**config.mk**
```make
export PLATFORM = sky130hd
export DESIGN_NAME = mdu_iterative
export DESIGN_NICKNAME = d
export VERILOG_FILES = /design/src/rtl/mdu_pkg.sv /design/src/rtl/mdu_step.sv /design/src/rtl/mdu_iterative.sv
export SDC_FILE = /design/constraint.sdc
export NUM_CORES = 1
export LEC_CHECK = 0
export ABC_AREA = 1
export CAP_MARGIN = 5
export CELL_PAD_IN_SITES_DETAIL_PLACEMENT = 0
export CELL_PAD_IN_SITES_GLOBAL_PLACEMENT = 2
export CORE_ASPECT_RATIO = 1.4
export CORE_MARGIN = 4
export CORE_UTILIZATION = 31
export DETAILED_ROUTE_END_ITERATION = 12
export GPL_TIMING_DRIVEN = 1
export PLACE_DENSITY_LB_ADDON = 0.1
export SLEW_MARGIN = 30
export SYNTH_ARGS = -nofsm -noshare
export SYNTH_HDL_FRONTEND = slang
export SYNTH_SLANG_ARGS = --single-unit
```
**constraint.sdc**
```tcl
create_clock -name clk -period 4.1 [get_ports clk]
set_input_delay 1.025 -clock clk [delete_from_list [all_inputs] [get_ports clk]]
set_output_delay 1.025 -clock clk [all_outputs]
set_load 0.05 [all_outputs]
```
**src/rtl/mdu_pkg.sv**
```systemverilog
// Shared definitions for the iterative multiply/divide unit: operation codes,
// FSM state encodings, default datapath width and a magnitude helper.
package mdu_pkg;

    localparam int MDU_WIDTH = 32;
    localparam int MDU_CNT_W = 5;

    typedef enum logic [2:0] {
        MDU_MULT  = 3'd0,
        MDU_MULTU = 3'd1,
        MDU_DIV   = 3'd2,
        MDU_DIVU  = 3'd3,
        MDU_MTHI  = 3'd4,
        MDU_MTLO  = 3'd5,
        MDU_NOP6  = 3'd6,
        MDU_NOP7  = 3'd7
    } mdu_op_e;

    typedef enum logic [1:0] {
        S_IDLE   = 2'd0,
        S_RUN    = 2'd1,
        S_FINISH = 2'd2
    } mdu_state_e;

    // Two's-complement magnitude of a 32-bit value. 0x80000000 maps to itself,
    // which is the correct unsigned magnitude 2^31.
    function automatic logic [MDU_WIDTH-1:0] mdu_abs(input logic [MDU_WIDTH-1:0] v,
                                                     input logic                 neg);
        return neg ? (~v + 1'b1) : v;
    endfunction

endpackage

```
**src/rtl/mdu_step.sv**
```systemverilog
// One radix-2 iteration of the MDU datapath.
//   Multiply (is_div=0): {acc,low} holds the partial product with the
//   multiplier in low; add operand when low[0] is set, then shift right by one.
//   Divide   (is_div=1): acc is the partial remainder, low the dividend being
//   shifted out / quotient being shifted in; restoring subtract of operand.
module mdu_step
    import mdu_pkg::*;
#(
    parameter int WIDTH = MDU_WIDTH
) (
    input  logic             is_div,
    input  logic [WIDTH-1:0] acc,
    input  logic [WIDTH-1:0] low,
    input  logic [WIDTH-1:0] operand,
    output logic [WIDTH-1:0] acc_next,
    output logic [WIDTH-1:0] low_next
);

    logic [WIDTH:0] mul_sum;
    logic [WIDTH:0] div_shift;
    logic [WIDTH:0] div_diff;

    // Single add-shift or subtract-shift step; the carry/borrow lives in bit WIDTH.
    always_comb begin
        mul_sum   = {1'b0, acc} + (low[0] ? {1'b0, operand} : {(WIDTH+1){1'b0}});
        div_shift = {acc, low[WIDTH-1]};
        div_diff  = div_shift - {1'b0, operand};
        acc_next  = '0;
        low_next  = '0;
        if (is_div) begin
            // The partial remainder is always below the divisor, so a
            // non-negative difference never sets bit WIDTH.
            if (!div_diff[WIDTH]) begin
                acc_next = div_diff[WIDTH-1:0];
                low_next = {low[WIDTH-2:0], 1'b1};
            end else begin
                acc_next = div_shift[WIDTH-1:0];
                low_next = {low[WIDTH-2:0], 1'b0};
            end
        end else begin
            acc_next = mul_sum[WIDTH:1];
            low_next = {mul_sum[0], low[WIDTH-1:1]};
        end
    end

endmodule

```
**src/rtl/mdu_iterative.sv**
```systemverilog
// Iterative multiply/divide unit for the EX stage. Operands are reduced to
// magnitudes on acceptance, WIDTH radix-2 steps run in RUN, and the sign
// fixup plus the HI/LO write happen in the single FINISH cycle.
module mdu_iterative
    import mdu_pkg::*;
#(
    parameter int WIDTH = MDU_WIDTH,
    parameter int CNT_W = MDU_CNT_W
) (
    input  logic             clk,
    input  logic             reset,
    input  logic             start,
    input  logic [2:0]       op,
    input  logic [WIDTH-1:0] rs_val,
    input  logic [WIDTH-1:0] rt_val,
    output logic             busy,
    output logic             done,
    output logic [WIDTH-1:0] hi,
    output logic [WIDTH-1:0] lo
);

    mdu_state_e state_reg, state_next;
    mdu_op_e    op_e;

    logic [CNT_W-1:0] cnt_reg;
    logic [WIDTH-1:0] acc_reg;
    logic [WIDTH-1:0] low_reg;
    logic [WIDTH-1:0] opnd_reg;
    logic             is_div_reg;
    logic             neg_q_reg;
    logic             neg_r_reg;
    logic             div_zero_reg;
    logic [WIDTH-1:0] hi_reg;
    logic [WIDTH-1:0] lo_reg;
    logic             done_reg;

    logic             accept;
    logic             signed_req;
    logic             a_neg;
    logic             b_neg;
    logic [WIDTH-1:0] a_mag;
    logic [WIDTH-1:0] b_mag;
    logic [WIDTH-1:0] acc_next;
    logic [WIDTH-1:0] low_next;

    logic [2*WIDTH-1:0] prod_fix;
    logic [WIDTH-1:0]   quot_fix;
    logic [WIDTH-1:0]   rem_fix;

    assign op_e   = mdu_op_e'(op);
    assign accept = start && (state_reg == S_IDLE) && !op[2];
    assign busy   = (state_reg != S_IDLE);
    assign done   = done_reg;
    assign hi     = hi_reg;
    assign lo     = lo_reg;

    // Operand sign detection and magnitudes for the signed variants.
    always_comb begin
        signed_req = (op_e == MDU_MULT) || (op_e == MDU_DIV);
        a_neg      = signed_req && rs_val[WIDTH-1];
        b_neg      = signed_req && rt_val[WIDTH-1];
        a_mag      = mdu_abs(rs_val, a_neg);
        b_mag      = mdu_abs(rt_val, b_neg);
    end

    mdu_step #(
        .WIDTH    (WIDTH)
    ) u_step (
        .is_div   (is_div_reg),
        .acc      (acc_reg),
        .low      (low_reg),
        .operand  (opnd_reg),
        .acc_next (acc_next),
        .low_next (low_next)
    );

    // Sign correction applied when the result is committed in FINISH.
    always_comb begin
        prod_fix = {acc_reg, low_reg};
        if (neg_q_reg) begin
            prod_fix = ~prod_fix + 1'b1;
        end
        quot_fix = neg_q_reg ? (~low_reg + 1'b1) : low_reg;
        rem_fix  = neg_r_reg ? (~acc_reg + 1'b1) : acc_reg;
    end

    // FSM state register.
    always_ff @(posedge clk) begin
        if (reset) begin
            state_reg <= S_IDLE;
        end else begin
            state_reg <= state_next;
        end
    end

    // Next-state logic: WIDTH steps in RUN, then one FINISH cycle.
    always_comb begin
        state_next = state_reg;
        case (state_reg)
            S_IDLE: begin
                if (accept) begin
                    state_next = S_RUN;
                end
            end
            S_RUN: begin
                if (cnt_reg == CNT_W'(WIDTH - 1)) begin
                    state_next = S_FINISH;
                end
            end
            S_FINISH: state_next = S_IDLE;
            default:  state_next = S_IDLE;
        endcase
    end

    // Datapath, counter and architectural HI/LO registers.
    always_ff @(posedge clk) begin
        if (reset) begin
            cnt_reg      <= '0;
            acc_reg      <= '0;
            low_reg      <= '0;
            opnd_reg     <= '0;
            is_div_reg   <= 1'b0;
            neg_q_reg    <= 1'b0;
            neg_r_reg    <= 1'b0;
            div_zero_reg <= 1'b0;
            hi_reg       <= '0;
            lo_reg       <= '0;
            done_reg     <= 1'b0;
        end else begin
            done_reg <= 1'b0;
            case (state_reg)
                S_IDLE: begin
                    if (accept) begin
                        cnt_reg      <= '0;
                        acc_reg      <= '0;
                        is_div_reg   <= op[1];
                        neg_q_reg    <= a_neg ^ b_neg;
                        neg_r_reg    <= a_neg;
                        div_zero_reg <= op[1] && (rt_val == '0);
                        if (op[1]) begin
                            low_reg  <= a_mag;
                            opnd_reg <= b_mag;
                        end else begin
                            low_reg  <= b_mag;
                            opnd_reg <= a_mag;
                        end
                    end else if (start && (op_e == MDU_MTHI)) begin
                        hi_reg <= rs_val;
                    end else if (start && (op_e == MDU_MTLO)) begin
                        lo_reg <= rs_val;
                    end
                end
                S_RUN: begin
                    acc_reg <= acc_next;
                    low_reg <= low_next;
                    cnt_reg <= cnt_reg + CNT_W'(1);
                end
                S_FINISH: begin
                    done_reg <= 1'b1;
                    if (is_div_reg) begin
                        // With a zero divisor the remainder path has shifted the
                        // whole dividend magnitude into acc, so rem_fix restores
                        // the original dividend; only the quotient is forced.
                        hi_reg <= rem_fix;
                        lo_reg <= div_zero_reg ? '1 : quot_fix;
                    end else begin
                        hi_reg <= prod_fix[2*WIDTH-1:WIDTH];
                        lo_reg <= prod_fix[WIDTH-1:0];
                    end
                end
                default: begin
                    cnt_reg <= '0;
                end
            endcase
        end
    end

endmodule
```
Word level (Yosys, flattened, before mapping)
Cells that the tools add are included.
{ "word_totals": {"input_bits": 70, "word_cells": 92, "ff_bits": 172, "out_inout_bits": 66} }
{ "classes": {"n_mux": 32, "n_reduce_logical": 21, "n_addsub": 8, "n_bitwise": 7, "eq_ne": 12} }
{ "op_table": {"columns": ["cell", "n"], "rows": [
  ["$mux 32", 20],
  ["$pmux 32 s2", 4],
  ["$add 32x1->32 const B", 4],
  ["$not 32->32", 4],
  ["$add 64x1->64 const B", 1],
  ["$mux 64", 1],
  ["$not 64->64", 1],
  ["$add 32x33->33", 1],
  ["$sub 33x32->33", 1],
  ["$logic_not 32->1", 1],
  ["$pmux 5 s3", 1],
  ["$ne 2x2->1 const B", 4],
  ["$reduce_and 2->1", 4],
  ["$logic_and 1x1->1", 7],
  ["$eq 3x3->1 const B", 2],
  ["$reduce_bool 2->1", 3],
  ["$add 5x1->5 const B", 1],
  ["$eq 5x5->1 const B", 1],
  ["$mux 5", 1],
  ["$mux 2", 2],
  ["$ne 2x1->1 const B", 2],
  ["$pmux 2 s2", 1],
  ["$reduce_and 4->1", 1],
  ["$eq 3x2->1 const B", 1],
  ["10 further kinds", 11]
]} }

Logic depth before layout (Yosys ltp)
{ "logic_depth": {"depth_word": 7, "mapped_depth": 21, "ltp_nobuf": 19} }

By module
From an unflattened synthesis, not the netlist that was laid out.
{ "hier_totals": {"cells_unflattened": 3331, "hier_area_um2": 18265.0} }
{ "modules_own_cells": {"columns": ["module", "area_each_um2", "cells_per_inst", "instances", "seq_area_each_um2"], "rows": [
  ["mdu_iterative", 11907.7, 2022, 1, 3443.3],
  ["mdu_step", 6357.3, 1309, 1, 0.0]
]} }

Worst setup path before layout
OpenSTA, ideal clock, no wires.
{ "synth_path": {"path_type": "in2reg", "from": "input port rt_val[1]", "to": "register opnd_reg[26]", "slack_ns": 1.553, "required_time_ns": 3.985, "setup_ns": 0.115, "arrival_ns": 2.432, "cell_stages": 15, "n_path_buf": 0, "path_cell_list": "inv_1 > ha_1 > nand3_1 > nor2_1 > inv_1 > nor2_2 > nand2_1 > nor2_2 > nand3_1 > nand3_1 > nand2_1 > nand2_1 > nand2_1 > o21ai_0 > inv_1"} }
{ "synth_via": {"elab_chain_cells": 4} }
{ "synth_rtl": {"columns": ["element", "line_no", "text"], "rows": [
  ["from (decl)", "mdu_iterative.sv:15", "input logic [WIDTH-1:0] rt_val,"],
  ["$not 32->32", "mdu_pkg.sv:29", "return neg ? (~v + 1'b1) : v;"],
  ["$add 32x1->32", "mdu_pkg.sv:29", null],
  ["$mux 32", "mdu_pkg.sv:29", null],
  ["$mux 32", "mdu_iterative.sv:140", "if (op[1]) begin"],
  ["to (signal assigned)", "mdu_iterative.sv:142", "opnd_reg <= b_mag;"],
  ["to (signal assigned)", "mdu_iterative.sv:145", "opnd_reg <= a_mag;"],
  ["to (decl)", "mdu_iterative.sv:28", "logic [WIDTH-1:0] opnd_reg;"]
]} }
No other way between the ends.
A chain may end at the register's enable or synchronous reset.

Worst setup path after layout
{ "layout_path": {"from": "register low_reg[0]", "to": "register acc_reg[9]"} }
{ "layout_via": {"elab_chain_cells": 4} }
{ "layout_rtl": {"columns": ["element", "line_no", "text"], "rows": [
  ["from (decl)", "mdu_iterative.sv:27", "logic [WIDTH-1:0] low_reg;"],
  ["from (signal assigned)", "mdu_iterative.sv:141", "low_reg <= a_mag;"],
  ["from (signal assigned)", "mdu_iterative.sv:144", "low_reg <= b_mag;"],
  ["from (signal assigned)", "mdu_iterative.sv:155", "low_reg <= low_next;"],
  ["$mux 32", "mdu_step.sv:25", "mul_sum = {1'b0, acc} + (low[0] ? {1'b0, operand} : {(WIDTH+1){1'b0}});"],
  ["$add 32x33->33", "mdu_step.sv:25", null],
  ["$mux 32", "mdu_step.sv:30", "if (is_div) begin"],
  ["$pmux 32 s2", "mdu_iterative.sv:131", "case (state_reg)"],
  ["to (signal assigned)", "mdu_iterative.sv:154", "acc_reg <= acc_next;"],
  ["to (decl)", "mdu_iterative.sv:26", "logic [WIDTH-1:0] acc_reg;"]
]} }
No other way between the ends.

==> impl_metrics.json <==
{
  "status": "completed",
  "crit_type": "reg -> reg",
  "antenna_cells": 0,
  "initial_utilization_pct": 31.4,
  "synth-edff-count": 0,
  "place_ws_ns": 0.562,
  "io_pins": 136,
  "end_kind": "flop",
  "routabilityCongestion": 0.980,
  "antenna_found_initial": 1,
  "cts_buffer_depth": 2,
  "hold_buffers": 0,
  "hold_class": "reg -> reg",
  "synthCells": 3230,
  "grt_pass1_vias": 21300,
  "max_freq_ghz": 0.285,
  "ys_seq_elements": 172,
  "fin_area_um2": 20700,
  "post-route-util_pct": 36.5,
  "slew_viol_final": 0,
  "tns_ns": 0,
  "die-area_um2": 61300,
  "p_leak_nw": 10.2,
  "fin_skew_ns": 0.0157,
  "power.density_nw_per_um2": 297,
  "crit_fanout": 36,
  "tightestPinTransition_ns": 0.830,
  "numCtsBuffers": 17,
  "fp.dieH_um": 291,
  "hold_viol": 0,
  "slew_headroom_pct": 44.3,
  "cts_tree": "built",
  "cts-root-buf": "clkbuf_16",
  "wl_per_cell_um": 25.0,
  "clock_latency_ns": 0.50,
  "fill_cells": 6520,
  "syn_area_per_cell_um2": 5.50,
  "setup_slack_ns": 0.586,
  "synth_nets": 3372,
  "htreeDepth": 4,
  "drt_iter0_drc": 2006,
  "ant_nets": 0,
  "rsz0062_at_grt": "false",
  "whs_ns": 0.486,
  "grt_usage_pct": 32.3,
  "ys_types": 52,
  "grt_first_pass_wirelength_mm": 146,
  "via_per_inst": 5.40,
  "cp.required_ns": 4.52,
  "grt_max_degree": 64,
  "ctsResizeCount": 0,
  "synth-main-ff-cell": "dfxtp_1",
  "synthToLayoutAreaGrowth_pct": 16.2,
  "crit_arrival_ns": 3.93,
  "drive_above_1_share_pct": 4.70,
  "fin_crit_sh_pct": 85.7,
  "postSynth.asyncResetShare_pct": 0,
  "dpl_cell_area_um2": 20100,
  "ys_seq_area_share_pct": 19.4,
  "rows": 103,
  "max-vdd-ir-drop_mv": 0.325,
  "core_area_um2": 56600,
  "clk_pin_slew_worst_paths_ns": 0.08,
  "dr.pass1.iters": 5,
  "numPortBuffers": 135,
  "die-width_um": 210,
  "routed_wl_mm": 102,
  "cts.sinks": 172,
  "syn_area_um2": 17800,
  "setup_viol": 0,
  "yosys_warnings": 0,
  "post_cts_buffers": 0,
  "place_hpwl_mm": 84.1,
  "drc_errors": 0,
  "via_count": 22000,
  "overflow": 0,
  "maxCapViolations": 0,
  "nets": 3470,
  "worstSetupStartpointType": "flop",
  "period_minus_slack_ns": 3.51
}
[logic make-up (layout without fill, tap and decap cells)]
logic type / count (synthesis) / count (layout) / share of synthesized area (%)
adders and majority gates: 72 / 72 / 5.15
xor gates and xnor gates: 64 / 64 / 3.15
AOI/OAI and AO/OA: 632 / 632 / 19.4
DFF: 172 / 172 / 19.4
buffers and inverters: 619 / 729 / 13.5
and+or+nand+nor: 1671 / 1671 / 39.5
[synthesized netlist by cell type, types with 13 or more instances]
| master | n | area (um^2) |
|---|---|---|
| nand2_1 | 865 | 3250 |
| inv_1 | 480 | 1800 |
| nor2_1 | 359 | 1350 |
| nand3_1 | 316 | 1580 |
| o21ai_0 | 252 | 1260 |
| a21oi_1 | 241 | 1210 |
| dfxtp_1 | 172 | 3440 |
| clkbuf_1 | 90 | 338 |
| ha_1 | 70 | 876 |
| xor2_1 | 54 | 473 |
| nand4_1 | 33 | 206 |
| nor3_1 | 33 | 165 |
| a31oi_1 | 30 | 188 |
| o211ai_1 | 26 | 195 |
| o21ai_1 | 21 | 105 |
| nand3b_1 | 17 | 128 |
| o21bai_1 | 15 | 113 |
| buf_2 | 14 | 70.1 |
| nor2_2 | 13 | 81.3 |
[area by class of cell]
type / count / area (um^2) / area share [%]
Clock buffer: 19 / 453 / 2.19
Timing Repair Buffer: 203 / 1880 / 9.11
Clock inverter: 12 / 151 / 0.733
Multi-Input combinational cell: 2439 / 11900 / 57.8
Sequential cell: 172 / 3440 / 16.7
Tap cell: 735 / 920 / 4.45
Inverter: 495 / 1860 / 9.00
[cell usage in the layout (no fill, tap or decap), types with 7 or more instances in the layout]
cell type and n:
nor2_1 356, o21bai_1 15, o221ai_1 9, nor2_2 15, a21oi_1 241, nand2_1 865, o211ai_1 26, nor3_1 33
ha_1 70, xnor2_1 10, a22oi_1 7, dfxtp_1 171, o21ai_1 20, a21o_1 9, xor2_1 54, inv_1 478
nand3b_1 17, buf_4 66, clkdlybuf4s50_1 134, nand4_1 33, inv_2 12, o21ai_0 252, nor4_1 8, nand3_1 316
a31oi_1 30, nand2_2 8, clkbuf_16 17
[metrics by stage]
step | instances | power (W)
floorplan | 3230 | 0.00340
global placement | 4044 | 0.00435
detailed placement | 4044 | 0.00434
CTS | 4075 | 0.00613
global route | 4075 | 0.00644
finish | 4075 | 0.00613
[critical path: stages (launching register included)]
cell,delay [ns]
dfxtp_1,0.33
buf_4,0.41
nand2_1,0.17
inv_1,0.10
ha_1,0.27
a21oi_1,0.34
o21ai_1,0.26
nand2_1,0.11
nand2_1,0.15
nand2_1,0.11
nand2_1,0.10
nand2_1,0.07
inv_1,0.03
o21ai_0,0.64
nand3_1,0.16
a21oi_1,0.15
[layer usage]
metal  track usage (%)  up-vias  part of all wire, %
met1              35.7    10300                   37
met4              21.3        2                  8.2
li1                  -    10600                    -
met3              3.81      243                  4.4
met5                 0        -               0.0088
met2              57.8      785                   50
[power breakdown]
part | internal (W) | switching (W)
clock network | 0.000947 | 0.000854
logic | 0.000709 | 0.00172
registers | 0.00176 | 0.000147
[final timing paths]
check / from / end / slack [ns] / cells after the start
max: low_reg[0] / acc_reg[9] / 0.59 / 15
min: cnt_reg[3] / cnt_reg[3] / 0.49 / 2
max reg2reg: low_reg[0] / acc_reg[9] / 0.59 / 15
min reg2reg: cnt_reg[3] / cnt_reg[3] / 0.49 / 2
Power figures use the tool's default switching activity.
